===== config.mk =====
export PLATFORM = sky130hd
export DESIGN_NAME = multicycle_ctrl_hs
export DESIGN_NICKNAME = d
export VERILOG_FILES = /design/src/rtl/ctrl_pkg.sv /design/src/rtl/ctrl_watchdog.sv /design/src/rtl/multicycle_ctrl_hs.sv
export SDC_FILE = /design/constraint.sdc
export NUM_CORES = 1
export LEC_CHECK = 0
export BUFFER_PORTS_ARGS = -buffer_cell sky130_fd_sc_hd__buf_4
export CAP_MARGIN = 10
export CELL_PAD_IN_SITES_DETAIL_PLACEMENT = 0
export CELL_PAD_IN_SITES_GLOBAL_PLACEMENT = 1
export CORE_ASPECT_RATIO = 1.25
export CORE_MARGIN = 5
export CORE_UTILIZATION = 33
export DETAILED_ROUTE_END_ITERATION = 10
export GPL_ROUTABILITY_DRIVEN = 0
export PLACE_DENSITY_LB_ADDON = 0.1
export SETUP_SLACK_MARGIN = 0.02
export SLEW_MARGIN = 40
export SYNTH_ARGS = -nofsm -noshare
export SYNTH_HDL_FRONTEND = slang
export SYNTH_SLANG_ARGS = --single-unit

===== constraint.sdc =====
create_clock -name clk -period 2.5 [get_ports clk]
set_clock_uncertainty 0.05 [all_clocks]
set_input_delay 0.375 -clock clk [delete_from_list [all_inputs] [get_ports clk]]
set_output_delay 0.375 -clock clk [all_outputs]
set_load 0.01 [all_outputs]

===== src/rtl/ctrl_pkg.sv =====
`default_nettype none
// +-----------------------------------------------------------------------+
// | ctrl_pkg : shared types and encodings for the multicycle controller   |
// | Rev 1.0                                                               |
// +-----------------------------------------------------------------------+
package ctrl_pkg;

  typedef enum logic [3:0] {
    FETCH  = 4'd0,
    DECODE = 4'd1,
    R_EXE  = 4'd2,
    I_EXE  = 4'd3,
    B_EXE  = 4'd4,
    LU_EXE = 4'd5,
    AU_EXE = 4'd6,
    J_EXE  = 4'd7,
    JL_EXE = 4'd8,
    S_EXE  = 4'd9,
    S_MEM  = 4'd10,
    L_EXE  = 4'd11,
    L_MEM  = 4'd12,
    L_WB   = 4'd13,
    TRAP   = 4'd14
  } state_e;

  localparam logic [6:0] OP_TYPE_R  = 7'b0110011;
  localparam logic [6:0] OP_TYPE_I  = 7'b0010011;
  localparam logic [6:0] OP_TYPE_L  = 7'b0000011;
  localparam logic [6:0] OP_TYPE_S  = 7'b0100011;
  localparam logic [6:0] OP_TYPE_B  = 7'b1100011;
  localparam logic [6:0] OP_TYPE_LU = 7'b0110111;
  localparam logic [6:0] OP_TYPE_AU = 7'b0010111;
  localparam logic [6:0] OP_TYPE_J  = 7'b1101111;
  localparam logic [6:0] OP_TYPE_JL = 7'b1100111;

  localparam logic [3:0] c_ALU_ADD = 4'b0000;

  localparam logic [2:0] c_RAM_WORD   = 3'b000;
  localparam logic [2:0] c_RAM_BYTE   = 3'b001;
  localparam logic [2:0] c_RAM_HALF   = 3'b010;
  localparam logic [2:0] c_RAM_BYTE_U = 3'b101;
  localparam logic [2:0] c_RAM_HALF_U = 3'b110;

  localparam logic [2:0] c_RFWD_ALU   = 3'd0;
  localparam logic [2:0] c_RFWD_LOAD  = 3'd1;
  localparam logic [2:0] c_RFWD_LUI   = 3'd2;
  localparam logic [2:0] c_RFWD_AUIPC = 3'd3;
  localparam logic [2:0] c_RFWD_PC4   = 3'd4;

  function automatic logic [2:0] store_ram_ctrl(input logic [2:0] funct3);
    case (funct3)
      3'b000:  return c_RAM_BYTE;
      3'b001:  return c_RAM_HALF;
      default: return c_RAM_WORD;
    endcase
  endfunction

  function automatic logic [2:0] load_ram_ctrl(input logic [2:0] funct3);
    case (funct3)
      3'b000:  return c_RAM_BYTE;
      3'b001:  return c_RAM_HALF;
      3'b100:  return c_RAM_BYTE_U;
      3'b101:  return c_RAM_HALF_U;
      default: return c_RAM_WORD;
    endcase
  endfunction

endpackage
`default_nettype wire


===== src/rtl/ctrl_watchdog.sv =====
`default_nettype none
// +-----------------------------------------------------------------------+
// | ctrl_watchdog : counts not-ready cycles and flags a bus timeout       |
// | Rev 1.0                                                               |
// +-----------------------------------------------------------------------+
module ctrl_watchdog #(
  parameter int BUS_TIMEOUT = 16,
  parameter int WAIT_W      = 8
) (
  input  logic clk,
  input  logic reset,
  input  logic waiting,
  input  logic ready,
  input  logic stateChange,
  output logic timeout
);

  logic [WAIT_W-1:0] r_waitCnt;

  always_ff @(posedge clk) begin
    if (reset || !waiting || ready || stateChange) begin
      r_waitCnt <= '0;
    end else begin
      r_waitCnt <= r_waitCnt + WAIT_W'(1);
    end
  end

  // A ready in the firing cycle masks the timeout.
  generate
    if (BUS_TIMEOUT != 0) begin : g_wd_on
      localparam logic [WAIT_W-1:0] c_LIMIT = WAIT_W'(BUS_TIMEOUT - 1);
      assign timeout = waiting && !ready && (r_waitCnt == c_LIMIT);
    end else begin : g_wd_off
      assign timeout = 1'b0;
    end
  endgenerate

endmodule
`default_nettype wire


===== src/rtl/multicycle_ctrl_hs.sv =====
`default_nettype none
// +-----------------------------------------------------------------------+
// | multicycle_ctrl_hs : RV32I multicycle control FSM with handshakes     |
// | Rev 1.0                                                               |
// +-----------------------------------------------------------------------+
module multicycle_ctrl_hs
  import ctrl_pkg::*;
#(
  parameter int BUS_TIMEOUT = 16,
  parameter int CNT_W       = 32,
  parameter int WAIT_W      = 8
) (
  input  logic             clk,
  input  logic             reset,
  input  logic [31:0]      instrCode,
  input  logic             imemReady,
  input  logic             busReady,
  output logic             imemReq,
  output logic             busReq,
  output logic             regFileWe,
  output logic             PCEn,
  output logic [3:0]       aluControl,
  output logic             aluSrcMuxSel,
  output logic             busWe,
  output logic [2:0]       RFWDSrcMuxSel,
  output logic             branch,
  output logic             jal,
  output logic             jalr,
  output logic [2:0]       ramControl,
  output logic             illegalInstr,
  output logic             busError,
  output logic [CNT_W-1:0] instretCount
);

  state_e            r_state;
  state_e            w_next;
  logic              r_illegal;
  logic              r_busErr;
  logic [CNT_W-1:0]  r_instret;
  logic              w_setIllegal;
  logic              w_waiting;
  logic              w_ready;
  logic              w_timeout;
  logic              w_retire;
  logic [6:0]        w_opcode;
  logic [2:0]        w_funct3;
  logic              w_i30;
  logic              w_unused;

  assign w_opcode = instrCode[6:0];
  assign w_funct3 = instrCode[14:12];
  assign w_i30    = instrCode[30];
  assign w_unused = ^{instrCode[31], instrCode[29:15], instrCode[11:7]};

  assign w_waiting = (r_state == FETCH) || (r_state == S_MEM) || (r_state == L_MEM);
  assign w_ready   = (r_state == FETCH) ? imemReady : busReady;
  // DECODE and TRAP never return to FETCH, so any other entry is a retire.
  assign w_retire  = (r_state != FETCH) && (w_next == FETCH);

  ctrl_watchdog #(
    .BUS_TIMEOUT (BUS_TIMEOUT),
    .WAIT_W      (WAIT_W)
  ) u_watchdog (
    .clk         (clk),
    .reset       (reset),
    .waiting     (w_waiting),
    .ready       (w_ready),
    .stateChange (w_next != r_state),
    .timeout     (w_timeout)
  );

  always_ff @(posedge clk) begin
    if (reset) begin
      r_state   <= FETCH;
      r_illegal <= 1'b0;
      r_busErr  <= 1'b0;
      r_instret <= '0;
    end else begin
      r_state <= w_next;
      if (w_setIllegal) r_illegal <= 1'b1;
      if (w_timeout)    r_busErr  <= 1'b1;
      if (w_retire)     r_instret <= r_instret + CNT_W'(1);
    end
  end

  always_comb begin
    w_next        = r_state;
    w_setIllegal  = 1'b0;
    imemReq       = 1'b0;
    busReq        = 1'b0;
    regFileWe     = 1'b0;
    PCEn          = 1'b0;
    aluControl    = c_ALU_ADD;
    aluSrcMuxSel  = 1'b0;
    busWe         = 1'b0;
    RFWDSrcMuxSel = c_RFWD_ALU;
    branch        = 1'b0;
    jal           = 1'b0;
    jalr          = 1'b0;
    ramControl    = c_RAM_WORD;
    case (r_state)
      FETCH: begin
        imemReq = 1'b1;
        PCEn    = imemReady;
        if (imemReady)      w_next = DECODE;
        else if (w_timeout) w_next = TRAP;
      end
      DECODE: begin
        case (w_opcode)
          OP_TYPE_R:  w_next = R_EXE;
          OP_TYPE_I:  w_next = I_EXE;
          OP_TYPE_L:  w_next = L_EXE;
          OP_TYPE_S:  w_next = S_EXE;
          OP_TYPE_B:  w_next = B_EXE;
          OP_TYPE_LU: w_next = LU_EXE;
          OP_TYPE_AU: w_next = AU_EXE;
          OP_TYPE_J:  w_next = J_EXE;
          OP_TYPE_JL: w_next = JL_EXE;
          default: begin
            w_next       = TRAP;
            w_setIllegal = 1'b1;
          end
        endcase
      end
      R_EXE: begin
        regFileWe  = 1'b1;
        aluControl = {w_i30, w_funct3};
        w_next     = FETCH;
      end
      I_EXE: begin
        regFileWe    = 1'b1;
        aluSrcMuxSel = 1'b1;
        // Only the shift-right immediates carry an op bit in instr[30].
        aluControl   = (w_funct3 == 3'b101) ? {w_i30, w_funct3} : {1'b0, w_funct3};
        w_next       = FETCH;
      end
      B_EXE: begin
        branch     = 1'b1;
        aluControl = {w_i30, w_funct3};
        w_next     = FETCH;
      end
      LU_EXE: begin
        regFileWe     = 1'b1;
        RFWDSrcMuxSel = c_RFWD_LUI;
        w_next        = FETCH;
      end
      AU_EXE: begin
        regFileWe     = 1'b1;
        RFWDSrcMuxSel = c_RFWD_AUIPC;
        w_next        = FETCH;
      end
      J_EXE: begin
        regFileWe     = 1'b1;
        RFWDSrcMuxSel = c_RFWD_PC4;
        jal           = 1'b1;
        w_next        = FETCH;
      end
      JL_EXE: begin
        regFileWe     = 1'b1;
        RFWDSrcMuxSel = c_RFWD_PC4;
        jal           = 1'b1;
        jalr          = 1'b1;
        w_next        = FETCH;
      end
      S_EXE: begin
        aluSrcMuxSel = 1'b1;
        w_next       = S_MEM;
      end
      S_MEM: begin
        aluSrcMuxSel = 1'b1;
        busReq       = 1'b1;
        busWe        = 1'b1;
        ramControl   = store_ram_ctrl(w_funct3);
        if (busReady)       w_next = FETCH;
        else if (w_timeout) w_next = TRAP;
      end
      L_EXE: begin
        aluSrcMuxSel  = 1'b1;
        RFWDSrcMuxSel = c_RFWD_LOAD;
        w_next        = L_MEM;
      end
      L_MEM: begin
        aluSrcMuxSel  = 1'b1;
        RFWDSrcMuxSel = c_RFWD_LOAD;
        busReq        = 1'b1;
        ramControl    = load_ram_ctrl(w_funct3);
        if (busReady)       w_next = L_WB;
        else if (w_timeout) w_next = TRAP;
      end
      L_WB: begin
        regFileWe     = 1'b1;
        aluSrcMuxSel  = 1'b1;
        RFWDSrcMuxSel = c_RFWD_LOAD;
        ramControl    = load_ram_ctrl(w_funct3);
        w_next        = FETCH;
      end
      TRAP:    w_next = TRAP;
      default: w_next = FETCH;
    endcase
  end

  assign illegalInstr = r_illegal;
  assign busError     = r_busErr;
  assign instretCount = r_instret;

endmodule
`default_nettype wire


==> summary.txt <==
status: finished clean
main combinational cell family by area after synthesis: simple AND/OR/NAND/NOR gates
final hold violations: 0
CTS tree: built
vias in the first global route: 2882
Logic pwr share: 26.4%
DRC viols: 0
Place WS: -0.1467 ns
first element of the critical path: r_state[3]
Clock Sink Count: 46
hold path start: illegalInstr
post-synth top area share: 33.12%
setup violators final: 0
Final Worst Setup Slack: 0.06952 ns
via count: 2979
Die Wd: 92.10 µm
vias per cell: 5.407
critical path type: reg -> reg
die span in y: 112.6 µm
Die Area: 10370 µm²
Simple-Gate Fraction of Synth Area: 33.80%
Sw Pwr: 0.5410 mW
worst min path class: reg -> reg
# diodes: 0
internal power: 1.300 mW
setup tns final: 0 ns
initial antenna violation count: 0
first-pass GRT wire length: 13260 µm
Mean Syn Cell Area: 7.701 µm²
Power, Total: 1.841 mW
number of DRC markers in iteration 0: 83
cell count after synthesis: 361
Max clock buf depth: 2
Max-cap violations: 0
global route overflow: 0
Primary FF master, synth: dfxtp_1
minimum clock period: 2.430 ns
CP Launch Type: flop
DRT Pass-1 Iters: 4
CP Capture Type: flop
sw frac: 29.38%
slew margin rel.: 63.07%
Critical R2R Launch: r_state[3]
fill cell count: 846
Worst Path Arrival: 2.63 ns
worst-margin pin slew: 0.5526 ns
synth warn: 0
Core Rows: 37
Post-synth EDFFs: 0
critical path cell sequence: or4bb_4 > a31oi_4 > a21o_1 > a211o_1 > or4_4 > or4_4 > a21oi_2
Area Growth Syn to Fin: 39.06%
CTS H-tree lvls: 2
complex-gate fraction of the synthesized area: 23.45%
Final period util: 97.22%
max-slew violation count: 0
total core area: 8240 µm²
unrepaired setup endpoints after global routing: true
main area contributors after synthesis: dfxtp_1 33%, a21oi_1 7.2%, nor2_1 5.0%
fmax: 411.4 MHz
TritonCTS Buffers: 5
Nets: 491
register area share after synthesis: 33.12%
clock root cell: clkbuf_8
cts-stage hold buffer count: 0
Clk pwr share: 31.8%
Most Frequent Cell on Critical Path: or4_4
DR WL/cell: 14.12 µm
Slowest-stage cell, CP: or4_4
flops & latches, synth: 46
Pleak: 1.470 nW
Seq pwr share: 41.8%
Worst-Skew Late Latency: 0.31 ns
Antenna Nets Post-Route: 0
multiplexer share of the synthesized area: 1.125%
Synth cell types: 55
Final Hold Slack: 0.4237 ns
Layout Utilization: 46.92%
Hold Crit Depth: 2
maximum VDD drop: 0.3194 mV
Synthesized Nets: 399
total length of routed wires: 7778 µm
port bufs: 67
PD cells: 476.2 nW/µm²
DP HPWL: 5774 µm
CP peak stage delay: 0.55 ns
largest net degree at the start of global routing: 41
WP data required: 2.69 ns
GRT Total Usage: 15.06%
Netlist Area Pre-Place: 2780 µm²
ys async rst share: 0%
post-synthesis xor/xnor area fraction: 2.835%
share of layout cells above drive strength 1: 31.94%
R2R depth: 7
Top-Level Pins: 89
post-synth top area cell: dfxtp_1
Max FO, Critical Path: 7
post-synthesis adder-cell area fraction: 0.9001%
initial core utilization: 33.74%
register clock-pin slew on the reported worst setup and hold paths: 0.09 ns
[synth_stat cells (6+ instances only)]
library cell	number
inv_1	10
a21o_1	8
nand3_1	19
nor2_1	37
and2_1	6
clkbuf_1	11
or4_1	10
buf_2	7
nand2b_1	8
o31ai_1	8
dfxtp_1	46
nand4_1	10
or3_1	19
nand2_1	22
a21oi_1	40
o21ai_0	23
[routing by layer]
metal | vias up | global-route usage [%] | wire [µm]
met3 | 6 | 2.815 | 328
li1 | 1521 | - | -
met2 | 57 | 27.92 | 3920
met1 | 1395 | 17.61 | 3449
met4 | 0 | 3.865 | 80
met5 | - | 0 | 0
[cell type report]
type                    instances  area, µm²  area share, %
repair buffers                107      842.1          21.78
well taps                      97      121.4          3.139
clock inverters                 3      48.80          1.262
multi-input cells             283       1815          46.96
clock buffers                   5      68.82          1.780
flip-flops and latches         46      932.1          24.11
inverters                      10      37.54         0.9709
[path summary, 6_finish.rpt]
path | endpoint | slack, ns
max | instretCount[30] | 0.07
min | illegalInstr | 0.42
max reg2reg | instretCount[30] | 0.07
min reg2reg | illegalInstr | 0.42
[state kept, by name, summed over array words and instances (netlist names)]
signal	flops
instretCount	32
busError	1
u_watchdog.r_waitCnt	8
r_state	4
illegalInstr	1
[repair_timing]
action	4_1_cts	5_1_grt
resized for setup	7	27
buffers inserted	1	3
setup endpoints to repair	35	40
pin swaps	2	12
[cell usage in the layout, fill, tap and decap left out, types with 6 or more instances in the layout]
cell / Yosys / routed
or3_1: 19 / 19
nor2_1: 37 / 35
a21oi_1: 40 / 39
and2_1: 6 / 6
nand2b_1: 8 / 8
o21ai_0: 23 / 22
nand4_1: 10 / 10
nand3_1: 19 / 18
or4_1: 10 / 7
buf_4: 1 / 99
o31ai_1: 8 / 8
nand2_1: 22 / 22
a21o_1: 8 / 8
buf_6: 0 / 7
inv_1: 10 / 10
dfxtp_1: 46 / 43
[cell families after synthesis]
| kind of cell | after synthesis |
|---|---|
| xor gates and xnor gates | 9 |
| AOI/OAI and AO/OA | 102 |
| muxes | 3 |
| adders and majority gates | 2 |
| DFF | 46 |
| and+or+nand+nor | 167 |
| buffers and inverters | 32 |
[power groups by stage]
stage	Combinational, mW	Sequential (mW)	Clock [mW]
after floorplan	0.237	0.784	0
after global placement	0.447	0.783	0
after detailed placement	0.450	0.784	0
after CTS	0.462	0.768	0.610
after global routing	0.532	0.772	0.643
final	0.486	0.769	0.586
[worst max-delay path: cells and delay by family, from the launching register on]
kind            cells  cell delay (ns)
flops               1             0.38
compound gates      4             0.74
simple gates        3             1.21
[metrics by stage]
step / instances / instance area [µm²]
2_1_floorplan: 361 / 2780
3_3_place_gp: 539 / 3592
3_5_place_dp: 539 / 3592
4_1_cts: 548 / 3742
5_1_grt: 551 / 3866
6_report: 551 / 3866
Power figures use the tool's default switching activity.
